**config.mk**
```make
export PLATFORM = sky130hd
export DESIGN_NAME = memory_bus_wait
export DESIGN_NICKNAME = d
export VERILOG_FILES = /design/src/rtl/memory_bus_wait.sv
export SDC_FILE = /design/constraint.sdc
export NUM_CORES = 1
export LEC_CHECK = 0
export BUFFER_PORTS_ARGS = -buffer_cell sky130_fd_sc_hd__buf_4
export CORE_MARGIN = 8
export CORE_UTILIZATION = 30
export DETAILED_ROUTE_END_ITERATION = 10
export PLACE_DENSITY = 0.5
export RECOVER_POWER = 25
export SETUP_SLACK_MARGIN = 0.5
export SLEW_MARGIN = 0
export SYNTH_ARGS = -nofsm -noshare
export SYNTH_HDL_FRONTEND = slang
export SYNTH_SLANG_ARGS = --single-unit
```
**constraint.sdc**
```tcl
create_clock -name clk -period 5.65 [get_ports clk]
set_clock_uncertainty 0.15 [all_clocks]
set_input_delay 0.2825 -clock clk [delete_from_list [all_inputs] [get_ports clk]]
set_output_delay 0.2825 -clock clk [all_outputs]
set_load 0.01 [all_outputs]
```
**src/rtl/memory_bus_wait.sv**
```systemverilog
// Memory bus router: decodes the CPU address into a bank, applies per-bank
// wait states, waits on the bank's ready (with a timeout), and returns a
// one-cycle ready pulse to the CPU. Unmapped or timed-out accesses complete
// with bus_error set.
module memory_bus_wait #(
  parameter int unsigned                    ADDR_WIDTH   = 16,
  parameter int unsigned                    DATA_WIDTH   = 8,
  parameter int unsigned                    BANK_BITS    = 2,
  parameter logic [4*(2**BANK_BITS)-1:0]    WAIT_CYCLES  = '0,
  parameter logic [(2**BANK_BITS)-1:0]      BANK_PRESENT = '1,
  parameter int unsigned                    TIMEOUT      = 255
) (
  input  logic                                    clk,
  input  logic                                    reset,
  input  logic [ADDR_WIDTH-1:0]                   address,
  input  logic [DATA_WIDTH-1:0]                   data_in,
  input  logic                                    write_enable,
  input  logic                                    bus_enable,
  output logic [DATA_WIDTH-1:0]                   data_out,
  output logic                                    ready,
  output logic                                    bus_error,
  output logic [ADDR_WIDTH-BANK_BITS-1:0]         bank_address,
  output logic [DATA_WIDTH-1:0]                   bank_data_out,
  output logic [(2**BANK_BITS)-1:0]               bank_select,
  output logic                                    bank_write_enable,
  output logic                                    bank_read_enable,
  input  logic [(2**BANK_BITS)*DATA_WIDTH-1:0]    bank_data_in,
  input  logic [(2**BANK_BITS)-1:0]               bank_ready
);

  localparam int unsigned NUM_BANKS = 2**BANK_BITS;
  localparam int unsigned OFFS_W    = ADDR_WIDTH - BANK_BITS;
  localparam logic [7:0]  TIMEOUT_L = TIMEOUT[7:0];

  typedef enum logic [1:0] {
    S_IDLE,
    S_WAIT,
    S_ACCESS,
    S_DONE
  } state_t;

  state_t                 state_q, state_d;
  logic [BANK_BITS-1:0]   bank_q, bank_d;
  logic                   we_q, we_d;
  logic                   err_q, err_d;
  logic [3:0]             wait_q, wait_d;
  logic [7:0]             stall_q, stall_d;
  logic [NUM_BANKS-1:0]   bank_sel_q, bank_sel_d;
  logic [OFFS_W-1:0]      bank_addr_q, bank_addr_d;
  logic [DATA_WIDTH-1:0]  bank_wdata_q, bank_wdata_d;
  logic [DATA_WIDTH-1:0]  data_out_q, data_out_d;

  logic [BANK_BITS-1:0]   req_bank;
  logic [3:0]             wait_load;
  logic [DATA_WIDTH-1:0]  rdata_sel;

  assign req_bank = address[ADDR_WIDTH-1 -: BANK_BITS];

  // Wait-state count for the bank being requested.
  always_comb begin
    wait_load = '0;
    for (int unsigned b = 0; b < NUM_BANKS; b++) begin
      if (req_bank == b[BANK_BITS-1:0]) wait_load = WAIT_CYCLES[4*b +: 4];
    end
  end

  // Read data slice of the latched bank.
  always_comb begin
    rdata_sel = '0;
    for (int unsigned b = 0; b < NUM_BANKS; b++) begin
      if (bank_q == b[BANK_BITS-1:0]) rdata_sel = bank_data_in[b*DATA_WIDTH +: DATA_WIDTH];
    end
  end

  // Next-state and datapath update for the transaction sequencer.
  always_comb begin
    state_d      = state_q;
    bank_d       = bank_q;
    we_d         = we_q;
    err_d        = err_q;
    wait_d       = wait_q;
    stall_d      = stall_q;
    bank_sel_d   = bank_sel_q;
    bank_addr_d  = bank_addr_q;
    bank_wdata_d = bank_wdata_q;
    data_out_d   = data_out_q;

    case (state_q)
      S_IDLE: begin
        if (bus_enable) begin
          bank_d       = req_bank;
          we_d         = write_enable;
          bank_addr_d  = address[OFFS_W-1:0];
          bank_wdata_d = data_in;
          stall_d      = '0;
          if (!BANK_PRESENT[req_bank]) begin
            err_d      = 1'b1;
            bank_sel_d = '0;
            state_d    = S_DONE;
            if (!write_enable) data_out_d = '1;
          end else begin
            err_d      = 1'b0;
            bank_sel_d = NUM_BANKS'(1) << req_bank;
            wait_d     = wait_load;
            state_d    = S_WAIT;
          end
        end
      end

      S_WAIT: begin
        if (wait_q != 4'd0) begin
          wait_d = wait_q - 4'd1;
        end else if (bank_ready[bank_q]) begin
          state_d = S_ACCESS;
        end else begin
          stall_d = stall_q + 8'd1;
          if ((TIMEOUT != 0) && (stall_d == TIMEOUT_L)) begin
            err_d      = 1'b1;
            bank_sel_d = '0;
            state_d    = S_DONE;
            if (!we_q) data_out_d = '1;
          end
        end
      end

      S_ACCESS: begin
        if (!we_q) data_out_d = rdata_sel;
        bank_sel_d = '0;
        state_d    = S_DONE;
      end

      default: begin
        state_d = S_IDLE;
      end
    endcase
  end

  // State and datapath registers; reset aborts any transaction in flight.
  always_ff @(posedge clk or negedge reset) begin
    if (!reset) begin
      state_q      <= S_IDLE;
      bank_q       <= '0;
      we_q         <= 1'b0;
      err_q        <= 1'b0;
      wait_q       <= '0;
      stall_q      <= '0;
      bank_sel_q   <= '0;
      bank_addr_q  <= '0;
      bank_wdata_q <= '0;
      data_out_q   <= '0;
    end else begin
      state_q      <= state_d;
      bank_q       <= bank_d;
      we_q         <= we_d;
      err_q        <= err_d;
      wait_q       <= wait_d;
      stall_q      <= stall_d;
      bank_sel_q   <= bank_sel_d;
      bank_addr_q  <= bank_addr_d;
      bank_wdata_q <= bank_wdata_d;
      data_out_q   <= data_out_d;
    end
  end

  assign ready             = (state_q == S_DONE);
  assign bus_error         = (state_q == S_DONE) && err_q;
  assign bank_write_enable = (state_q == S_ACCESS) && we_q;
  assign bank_read_enable  = (state_q == S_ACCESS) && !we_q;
  assign bank_select       = bank_sel_q;
  assign bank_address      = bank_addr_q;
  assign bank_data_out     = bank_wdata_q;
  assign data_out          = data_out_q;

endmodule

```
# Word-level counts from Yosys, hierarchy flattened
# Cells that the tools add are included.
# totals
ff_bits	52
inputBits	64
out_inout_bits	38
wordCells	92
# op_classes
add_sub_neg	2
n_lt_le_gt_ge	2
eq_ne	18
shift	1
mux	43
reduce_logical	16
# op_table
cell	count
8-bit 2-to-1 mux	15
4-bit 2-to-1 mux	8
8-bit one-hot mux with 3 select lines	1
2-bit inequality test, second input constant	10
8-bit one-hot mux with 2 select lines	1
4-bit one-hot mux with 3 select lines	1
2-bit 2-to-1 mux	5
5-bit AND reduction	2
9-bit AND reduction	1
8-bit by 1-bit adder with 8-bit output, second input constant	1
2-bit == test, second input constant	4
8-bit == test, second input constant	1
4-bit one-hot mux with 2 select lines	1
4-bit AND reduction	2
1-bit 2-to-1 mux	7
2-bit by 3-bit less-than comparator with 1-bit output, second input constant	2
2-bit one-hot mux with 3 select lines	1
1-bit binary-select mux with 2-bit select	2
2-bit by 1-bit == test with 1-bit output, second input constant	2
2-bit logical NOT	2
4-bit nonzero test	1
1-bit by 2-bit left shift with 4-bit output, first input constant	1
4-bit by 1-bit subtractor with 4-bit output, second input constant	1
1-bit logical AND	3
other kinds (7)	7

# Longest topological paths before layout
# depth
depth_word	7
mapped_depth	9

# Worst setup path after synthesis
# Ideal clock, no wire load.
# synth_timing
kind	flip-flop to flip-flop
startpoint	reg wait_q[0]
endpoint	reg data_out_q[0], in the netlist data_out[0]
setup_ps	125
arrival_time_ps	2089
required_ps	5375
setup_slack_ps	3287
stages_incl_launch_ff	9
path_buffers	0
cell_sequence	dfrtp_1 -> inv_1 -> ha_1 -> or3b_1 -> a21o_1 -> nor3_2 -> nand4_2 -> a21oi_4 -> mux2_2
# synth_via
elab_chain_len	3
# synth_rtl
item	line	text
start: declaration	46	logic [3:0] wait_q, wait_d;
start signal: assignment	156	wait_q <= wait_d;
4-bit nonzero test	111	if (wait_q != 4'd0) begin
2-bit inequality test (no source line)	-	
9-bit AND reduction (no source line)	-	
end signal: assignment	161	data_out_q <= data_out_d;
end: declaration	51	logic [DATA_WIDTH-1:0] data_out_q, data_out_d;
# Every way passes these cells.
# A chain may end at the register's enable or synchronous reset.

==> impl_metrics.py <==
metrics = {
    "run_status": {
        "status": "finished with violations",
        "violations": "max-capacitance violations, max-slew violations",
    },
    "route": {
        "vias_per_cell": 4.92,
        "drc": 0,
        "vias": 2183,
        "wirelength_mm": 7.36,
        "antenna_left": 0,
        "drt_iter0_drc": 58,
        "first_pass_iters": 6,
        "avgRoutedWirePerCell_um": 16.6,
    },
    "clocking": {
        "htreeDepth": 2,
        "clock_path_buffers": 2,
        "cts_root_buffer": "clkbuf_8",
        "cts_tree": "done",
        "cts_buffers": 5,
        "clk_pin_slew_ns": 0.12,
        "cts_resized": 0,
        "cts.sinks": 52,
        "clock_latency_ns": 0.32,
    },
    "floorplanning": {
        "fp.dieW_um": 112,
        "die_h_um": 112,
        "rows": 35,
        "initial_core_util": 0.304,
        "io_pins": 102,
        "core_area_sq_mm": 0.00911,
        "dieArea_sq_mm": 0.0126,
    },
    "layout": {
        "seq_area_sq_mm": 0.00130,
        "area_delta_synth_final_pct": 34.7,
        "fillCellCount": 920,
        "fin_nets": 404,
        "instances_no_fill": 444,
        "multi_input_area_sq_mm": 0.00140,
        "drive_above_1_share": 0.462,
        "finish.utilization": 0.410,
        "n_antenna_cell": 0,
    },
    "setup_path": {
        "critPathKind": "input pin to async pin",
        "crit_required_ns": 5.31,
        "critPathMaxStageDelay_ns": 2.01,
        "crit_chain": "dlygate4sd3_1 -> clkbuf_1",
        "crit_fanout": 52,
        "critPathTopFamily": "buffers and inverters",
        "endpoint_kind": "async pin",
        "critPathArrivalTime_ns": 2.86,
        "critical_path_buf_inv_count": 2,
        "start_kind": "input pin",
        "rrSetupSlack_ns": 3.02,
        "cpMaxStageDelayCell": "clkbuf_1",
    },
    "timing": {
        "fmax_mhz": 313,
        "slew_viol_final": 53,
        "relSlewSlack": -0.912,
        "worst_pin_slew_ns": 2.87,
        "rsz0062_at_grt": "no",
        "setup_viol": 0,
        "finalHoldViolations": 0,
        "min_period_ns": 3.20,
        "fin_crit_sh": 0.566,
        "setup-tns-final_ns": 0,
    },
    "synthesis": {
        "syn_avg_cell_area_sq_um": 12.0,
        "ys_types": 43,
        "postSynthCellCount": 230,
        "synth-edff-count": 0,
        "ys_seq_elements": 52,
        "syn_area_sq_mm": 0.00277,
        "synth_fp_nets": 302,
        "synthFlopType": "dfrtp_1",
        "yosysSeqAreaShare": 0.470,
        "ys.warnings.count": 0,
        "async_flop_share": 1.00,
    },
    "global_route": {
        "grt.met1_usage": 0.131,
        "grt_usage": 0.118,
        "grt_max_degree": 53,
        "grt_overflow": 0,
        "grt_pass1_vias": 2347,
        "use_met2": 0.205,
        "grt_antenna_before_repair": 0,
        "met3_usage": 0.0435,
        "grt_first_pass_wirelength_mm": 11.9,
        "busiest_layer": "met2",
    },
    "place": {
        "io_buffers": 101,
        "finalWeightedCongestion": 0.780,
        "hpwl_mm": 5.62,
        "dpl.cell_count": 435,
    },
    "power_and_ir_drop": {
        "power.leakage_nw": 1.69,
        "ir_drop_mv": 0.176,
        "p_per_area_mw_per_mm2": 479,
    },
    "job": {
        "max_cap_viol_count": 1,
    },
    "hold_path": {
        "hold_path.class": "input pin to flip-flop",
    },
}
==> final timing paths <==
kind,startpoint,to,cells past startpoint
worst min register to register,bank_address[2]$_DFFE_PN0P_,bank_address[2]$_DFFE_PN0P_,1
min in group asynchronous,reset,stall_q[1]$_DFFE_PN0P_,2
max in group clk,bank_q[0]$_DFFE_PN0P_,data_out[6]$_DFFE_PN0P_,5
worst max register to register,bank_q[0]$_DFFE_PN0P_,data_out[6]$_DFFE_PN0P_,5
worst min-delay path,address[0],bank_address[0]$_DFFE_PN0P_,2
worst max-delay path,reset,bank_select[3]$_DFFE_PN0P_,2
==> registers in the layout, indices dropped and copies added (netlist names) <==
name           flops
state_q            2
bank_address      14
data_out           8
bank_data_out      8
bank_q             2
err_q              1
wait_q             4
we_q               1
stall_q            8
bank_select        4
==> logic make-up after synthesis <==
| family | after synthesis | synth area share |
|---|---|---|
| buffers and inverters | 15 | 0.0235 |
| adder cells (fa/ha/maj) | 8 | 0.0362 |
| AO/OA/AOI/OAI | 36 | 0.0827 |
| multiplexers | 51 | 0.254 |
| flip-flops | 52 | 0.470 |
| AND/OR/NAND/NOR | 68 | 0.134 |
==> power by group <==
group | switching, mW | internal (mW) | leakage (nW) | total [mW]
registers | 0.124 | 0.524 | 0.624 | 0.648
clock network | 0.138 | 0.0907 | 0.0452 | 0.229
logic | 0.417 | 0.493 | 1.02 | 0.910
total | 0.678 | 1.11 | 1.69 | 1.79
==> cell type report <==
cell class | instances | share of cell area
clock inverter | 3 | 0.00671
multi-input combinational | 163 | 0.376
tap | 111 | 0.0372
sequential | 52 | 0.349
timing repair buffer | 103 | 0.206
inverter | 7 | 0.00704
clock buffer | 5 | 0.0184
==> cells in the final DEF, fill, tap and decap left out, types with 2 or more instances in the layout <==
| master | count |
|---|---|
| buf_4 | 100 |
| dfrtp_1 | 52 |
| mux2_2 | 39 |
| o21ai_0 | 17 |
| nand2_1 | 14 |
| nor2_1 | 14 |
| nand2b_1 | 11 |
| mux4_1 | 8 |
| ha_1 | 8 |
| inv_1 | 7 |
| a21oi_1 | 6 |
| clkbuf_8 | 5 |
| nand3_1 | 4 |
| and2_1 | 3 |
| nor2b_1 | 3 |
| mux2i_1 | 3 |
| nor3_1 | 3 |
| or3_1 | 2 |
| and3_1 | 2 |
| nand4_1 | 2 |
| a31oi_1 | 2 |
| nor3b_1 | 2 |
| inv_6 | 2 |
| clkbuf_1 | 2 |
==> routing by layer <==
metal | routed length [um] | vias to the layer above
met2 | 3720 | 47
met4 | 121 | 0
met3 | 476 | 10
met5 | 0 | -
li1 | - | 1048
met1 | 3040 | 1078
==> timing repair <==
action | in CTS | in global routing
buffers inserted | 0 | 0
hold endpoints to repair | 52 | 0
hold buffers | 1 | 0
==> stage by stage <==
step	setup slack (ns)	cell area, sq um	total power [mW]	hold slack [ns]
2_1_floorplan	3.29	2770	1.22	-0.163
3_3_place_gp	3.04	3630	1.57	0.231
3_5_place_dp	2.99	3630	1.59	0.228
4_1_cts	2.99	3740	1.82	0.0260
5_1_grt	1.80	3730	1.93	0.0202
6_report	2.45	3730	1.79	0.0320
==> synthesized netlist by cell type, types with 2 or more instances <==
cell type / instances / area, sq um
mux2i_1: 3 / 30.0
and3_1: 2 / 12.5
nand2_1: 14 / 52.6
a31oi_1: 2 / 12.5
nand3_1: 4 / 20.0
and2_1: 3 / 18.8
dfrtp_1: 52 / 1300
nand4_1: 2 / 12.5
ha_1: 8 / 100
nor2_1: 14 / 52.6
inv_1: 7 / 26.3
mux2_2: 39 / 439
nor3b_1: 2 / 15.0
nor2b_1: 3 / 18.8
nor3_1: 3 / 15.0
a21oi_1: 6 / 30.0
or3_1: 2 / 12.5
o21ai_0: 17 / 85.1
nand2b_1: 11 / 68.8
clkbuf_1: 6 / 22.5
mux4_1: 8 / 210
(Power assumes the default switching activity.)
